### src/rtl/hazard_ctrl_unit.sv
// Hazard and forwarding controller for the 5-stage RV32I pipeline: MDU occupancy FSM,
// data-memory wait, load-use/RAW stalls, branch flush. Optional perf counters: HFU_PERF_CNT_EN.
module hazard_ctrl_unit #(
  parameter int FWD_EN  = 1,
  parameter int MDU_LAT = 4,
  parameter int CNT_W   = 4
) (
  input  logic        i_clk,
  input  logic        i_rst,
  input  logic [31:0] i_instr_id,
  input  logic [4:0]  i_rs1_addr_id,
  input  logic [4:0]  i_rs2_addr_id,
  input  logic        i_rd_wren_ex,
  input  logic        i_mem_ren_ex,
  input  logic [4:0]  i_rd_addr_ex,
  input  logic [4:0]  i_rs1_addr_ex,
  input  logic [4:0]  i_rs2_addr_ex,
  input  logic        i_mdu_op_ex,
  input  logic        i_rd_wren_mem,
  input  logic [4:0]  i_rd_addr_mem,
  input  logic        i_mem_req_mem,
  input  logic        i_mem_ack,
  input  logic        i_rd_wren_wb,
  input  logic [4:0]  i_rd_addr_wb,
  input  logic        i_branch_taken,
  output logic        o_stall_pc,
  output logic        o_stall_if_id,
  output logic        o_stall_id_ex,
  output logic        o_stall_ex_mem,
  output logic        o_flush_if_id,
  output logic        o_flush_id_ex,
  output logic        o_flush_ex_mem,
  output logic        o_flush_mem_wb,
  output logic [1:0]  o_forward_a,
  output logic [1:0]  o_forward_b,
  output logic        o_mdu_busy,
  output logic [31:0] o_stall_cycles,
  output logic [31:0] o_flush_count
);

  typedef enum logic {IDLE, BUSY} mdu_state_t;

  localparam logic [6:0] OP_R    = 7'b0110011;
  localparam logic [6:0] OP_I    = 7'b0010011;
  localparam logic [6:0] OP_LOAD = 7'b0000011;
  localparam logic [6:0] OP_JALR = 7'b1100111;
  localparam logic [6:0] OP_S    = 7'b0100011;
  localparam logic [6:0] OP_B    = 7'b1100011;

  localparam bit             MDU_MULTI = (MDU_LAT > 1);
  localparam logic [CNT_W-1:0] CNT_LOAD = MDU_MULTI ? CNT_W'(MDU_LAT - 2) : '0;

  mdu_state_t       state;
  logic [CNT_W-1:0] cnt;
  logic             use_rs1, use_rs2;
  logic             mem_wait, mdu_stall, ex_hit, mem_hit, raw_hit;
  logic             hazard, branch, wait_act;
  logic             unused_instr;

  assign unused_instr = ^i_instr_id[31:7];

  function automatic logic hit(input logic wren, input logic [4:0] rd, input logic [4:0] src);
    return wren && (rd != 5'd0) && (rd == src);
  endfunction

  always_comb begin
    // NOTE: defaults first so every path assigns both bits and no latch is inferred.
    use_rs1 = 1'b0;
    use_rs2 = 1'b0;
    case (i_instr_id[6:0])
      OP_R, OP_S, OP_B:       begin use_rs1 = 1'b1; use_rs2 = 1'b1; end
      OP_I, OP_LOAD, OP_JALR: use_rs1 = 1'b1;
      default:                ;
    endcase
  end

  assign ex_hit  = (use_rs1 && hit(i_rd_wren_ex, i_rd_addr_ex, i_rs1_addr_id)) ||
                   (use_rs2 && hit(i_rd_wren_ex, i_rd_addr_ex, i_rs2_addr_id));
  assign mem_hit = (use_rs1 && hit(i_rd_wren_mem, i_rd_addr_mem, i_rs1_addr_id)) ||
                   (use_rs2 && hit(i_rd_wren_mem, i_rd_addr_mem, i_rs2_addr_id));
  // Without forwarding the consumer must wait until the producer reaches the write-through WB.
  assign raw_hit = (FWD_EN != 0) ? (i_mem_ren_ex && ex_hit) : (ex_hit || mem_hit);

  assign mem_wait  = i_mem_req_mem && !i_mem_ack;
  assign mdu_stall = !i_rst && (((state == IDLE) && i_mdu_op_ex && MDU_MULTI) ||
                                ((state == BUSY) && (cnt != '0)));
  assign wait_act  = !i_rst && mem_wait;
  assign hazard    = !i_rst && !mem_wait && !mdu_stall && raw_hit;
  assign branch    = !i_rst && !mem_wait && i_branch_taken;

  // A taken branch discards the dependent instruction, so the PC must take the redirect.
  assign o_stall_pc     = wait_act || mdu_stall || (hazard && !branch);
  assign o_stall_if_id  = wait_act || mdu_stall || (hazard && !branch);
  assign o_stall_id_ex  = wait_act || mdu_stall;
  assign o_stall_ex_mem = wait_act;
  assign o_flush_if_id  = branch;
  assign o_flush_id_ex  = branch || hazard;
  assign o_flush_ex_mem = mdu_stall && !mem_wait;
  assign o_flush_mem_wb = wait_act;

  always_comb begin
    o_forward_a = 2'b00;
    o_forward_b = 2'b00;
    if (!i_rst && (FWD_EN != 0)) begin
      if (hit(i_rd_wren_mem, i_rd_addr_mem, i_rs1_addr_ex))     o_forward_a = 2'b01;
      else if (hit(i_rd_wren_wb, i_rd_addr_wb, i_rs1_addr_ex))  o_forward_a = 2'b10;
      if (hit(i_rd_wren_mem, i_rd_addr_mem, i_rs2_addr_ex))     o_forward_b = 2'b01;
      else if (hit(i_rd_wren_wb, i_rd_addr_wb, i_rs2_addr_ex))  o_forward_b = 2'b10;
    end
  end

  // NOTE: sequential state uses non-blocking assignments so every flop samples pre-edge values.
  always_ff @(posedge i_clk) begin
    if (i_rst) begin
      state      <= IDLE;
      cnt        <= '0;
      o_mdu_busy <= 1'b0;
    end else begin
      case (state)
        IDLE: if (i_mdu_op_ex && MDU_MULTI) begin
          state      <= BUSY;
          cnt        <= CNT_LOAD;
          o_mdu_busy <= 1'b1;
        end
        BUSY: if (cnt != '0) begin
          cnt <= cnt - CNT_W'(1);
        end else if (!mem_wait) begin
          state      <= IDLE;
          o_mdu_busy <= 1'b0;
        end
        default: state <= IDLE;
      endcase
    end
  end

`ifdef HFU_PERF_CNT_EN
  logic [31:0] stall_cycles, flush_count;

  always_ff @(posedge i_clk) begin
    if (i_rst) begin
      stall_cycles <= '0;
      flush_count  <= '0;
    end else begin
      if (o_stall_pc)    stall_cycles <= stall_cycles + 32'd1;
      if (o_flush_if_id) flush_count  <= flush_count + 32'd1;
    end
  end

  assign o_stall_cycles = stall_cycles;
  assign o_flush_count  = flush_count;
`else
  assign o_stall_cycles = '0;
  assign o_flush_count  = '0;
`endif

endmodule
### config.mk
export PLATFORM = sky130hd
export DESIGN_NAME = hazard_ctrl_unit
export DESIGN_NICKNAME = d
export VERILOG_FILES = /design/src/rtl/hazard_ctrl_unit.sv
export SDC_FILE = /design/constraint.sdc
export NUM_CORES = 1
export LEC_CHECK = 0
export ABC_CLOCK_PERIOD_IN_PS = 2900
export BUFFER_PORTS_ARGS = -buffer_cell sky130_fd_sc_hd__buf_2
export CORE_MARGIN = 2
export CORE_UTILIZATION = 36
export DETAILED_ROUTE_END_ITERATION = 12
export GPL_TIMING_DRIVEN = 1
export PLACE_DENSITY = 0.86
export SETUP_SLACK_MARGIN = 0.4
export SLEW_MARGIN = 20
export SYNTH_ARGS = -nofsm -noshare
export SYNTH_HDL_FRONTEND = slang
export SYNTH_SLANG_ARGS = --single-unit
export TNS_END_PERCENT = 100
### constraint.sdc
create_clock -name i_clk -period 2.9 [get_ports i_clk]
set_input_delay 0.58 -clock i_clk [delete_from_list [all_inputs] [get_ports i_clk]]
set_output_delay 0.58 -clock i_clk [all_outputs]
set_load 0.1 [all_outputs]
==> results.md <==
* Clk sink count at 6
* # nets final at between 300 and 400
* Crit path arrival time at 1.98 ns
* Wire length per cell at 9.51 µm
* Largest family of logic cells by synthesized area: buffers and inverters
* Clock root cell: clkbuf_4
* Via density at 4.14
* Layout area overhead at 34.2%
* Worst Hold Path Cells at 2
* Least-Margin Pin Slew at around 0.54 ns
* DRT Pass-1 Iters at 4
* Hold-fix buffers, CTS at 0
* Pin count of the biggest net entering global routing at 11
* Synth top area cells: buf_4 (38%), xnor2_1 (10%), xor2_1 (10%)
* Leakage power at 0.000850 µW
* Final hold vios at 0
* Initial Utilization at 38.1%
* Mean Syn Cell Area at 7.57 µm²
* Number of CTS-inserted buffers at 3
* Critical Path RT at 2.32 ns
* XOR/XNOR share of the synthesized area at 20.2%
* Register area share after synthesis at 9.23%
* Worst-Skew Late Latency at 0.25 ns
* Peak VDD IR at 0.179 mV
* Hold WS at 0.472 ns
* Initial antenna violation count at 0
* Max-slew headroom at 63.8%
* Row count at 21
* Worst-path clk slew at 0.05 ns
* First-pass GRT wire length at 4360 µm
* Crit path max fanout at 2
* Synth warn at 0
* Die H at around 64 µm
* Power Total at 823 µW
* Final setup viols at 0
* DIE AREA at 0.00411 mm²
* Worst Reg2Reg Path Length in Cells at 5
* Setup Skew at 0.00387 ns
* Fillers at 357
* Synth Flop Type: dfxtp_1
* Area share of fa/ha/maj cells after synthesis at 1.92%
* CTS tree: yes
* HP Class: flop to flop
* Synthesis-stage register bit count at 6
* Unique masters post-synth at 33
* Buffers on Ports at 64
* Simple-gate share of the synthesized area at 19.1%
* Status: complete, no violations
* Power density cells at 471 mW/mm²
* Clock Path Buffers at 2
* WL final at 2700 µm
* CP endpoint kind: primary output
* Layout cells sized above 1 at 40.3%
* Antenna Cells at 0
* Die W at 64.1 µm
* Utilization after layout at 51.1%
* DR DRC count at 0
* Period utilization at 88.4%
* Tmin final at approximately 2.6 ns
* Multiplexer area fraction after synthesis at less than 1%
* Critical path launch point type: primary input
* RSZ-0062 raised after global routing: yes
* Dominant cell type by area after synthesis: buf_4
* EDFF count, synth at 0
* Vias in the first global route at 1057
* Routed vias at 1177
* Area share of the largest cell type after synthesis at approximately two fifths
* Mapped Cells at between 150 and 200
* Total grt overflow at 0
* Mapped Area at 0.00130 mm²
* Max_cap viols at 0
* Total track usage at roughly an eighth
* H-tree depth at 1
* FMAX at 0.390 GHz
* Antenna viol nets, final at 0
* Core ar. at 0.00342 mm²
* Routability cong. at 0.832
* HPWL after DPL at around 2500 µm
* Critical path class: primary input to primary output
* Fraction of registers with async set or reset after synthesis at 0%
* Initial DRC count at 49
* I/O pin total at 154
* Max-slew violation count at 0
* Complex-gate fraction of the synthesized area at 8.65%
-- metrics by stage --
step	setup slack, ns	cells	cell area (µm²)	setup TNS [ns]
detailed placement	0.289	279	1690	0
finish	0.336	284	1750	0
floorplan	-0.102	235	1740	-0.102
global route	0.276	284	1750	0
CTS	0.326	284	1730	0
global placement	0.307	279	1690	0
-- state kept, by name (all words and copies together) (netlist names) --
name and count:
cnt 4, o_mdu_busy 1, state 1
-- cell families (layout without fill, tap and decap cells) --
group	after synthesis	count (layout)
buffers and inverters	72	75
and+or+nand+nor	44	44
xor gates and xnor gates	30	30
AOI/OAI and AO/OA	16	16
DFF	6	6
adders and majority gates	2	2
other	1	64
muxes	1	1
-- cell usage after synthesis, types with 4 or more instances --
| master | count |
|---|---|
| nand3_1 | 4 |
| xnor2_1 | 15 |
| a21oi_1 | 4 |
| buf_4 | 66 |
| nand2b_1 | 5 |
| dfxtp_1 | 6 |
| nor2_1 | 8 |
| xor2_1 | 15 |
| or4_1 | 4 |
| inv_1 | 5 |
| nand2_1 | 5 |
| nor3_1 | 5 |
| nor4_1 | 4 |
-- layer usage --
| layer | share of wire, % | wire, µm | GRT usage [%] | vias up |
|---|---|---|---|---|
| met5 | 0 | 0 | 0 | - |
| met3 | 8.7 | 234 | 1.76 | 4 |
| li1 | - | - | - | 579 |
| met1 | 34 | 919 | 13.1 | 527 |
| met2 | 56 | 1520 | 27.0 | 67 |
| met4 | 0.96 | 26 | 3.99 | 0 |
-- placed cells by master, fill, tap and decap left out, drive strengths merged, types with 4 or more instances in the layout --
cell,Yosys,final
buf,66,67
conb,1,64
xor2,15,15
xnor2,15,15
nor2,8,8
dfxtp,6,6
nor3,6,6
nand2,5,5
nand2b,5,5
nor4,5,5
inv,5,4
a21oi,4,4
or4,4,4
nand3,4,4
o21ai,4,4
-- critical path, stage by stage --
cell and delay, ns:
buf_6 0.08, nand3b_1 0.17, or3_1 0.39, nor4_1 0.17, a31o_2 0.17, a41o_4 0.23, buf_12 0.18
-- what timing repair did --
item | CTS | global route
buffers inserted | 2 | 0
endpoints found under the setup margin | 4 | 7
resized for setup | 1 | 7
pin swaps | 1 | 1
gates cloned | 0 | 0
-- where the power goes --
| group | switching, µW | internal [µW] |
|---|---|---|
| clock | 32.4 | 47.0 |
| combinational | 535 | 111 |
| sequential | 6.53 | 91.4 |
-- final timing paths --
| check | slack (ns) | startpoint | to |
|---|---|---|---|
| max reg2reg | 1.37 | cnt[0] | cnt[3] |
| min reg2reg | 0.47 | o_mdu_busy | o_mdu_busy |
| min | 0.47 | o_mdu_busy | o_mdu_busy |
| max | 0.34 | i_instr_id[3] | o_stall_pc |
-- area by class of cell --
cell class | instances | area (µm²) | area share (%)
Clock buffer | 3 | 22.5 | 1.29
Inverter | 5 | 22.5 | 1.29
Multi-Input combinational cell | 157 | 1090 | 62.5
Sequential cell | 6 | 120 | 6.88
Tap cell | 46 | 57.6 | 3.30
Timing Repair Buffer | 67 | 433 | 24.8
No activity file was read; power rests on OpenSTA's default activity.
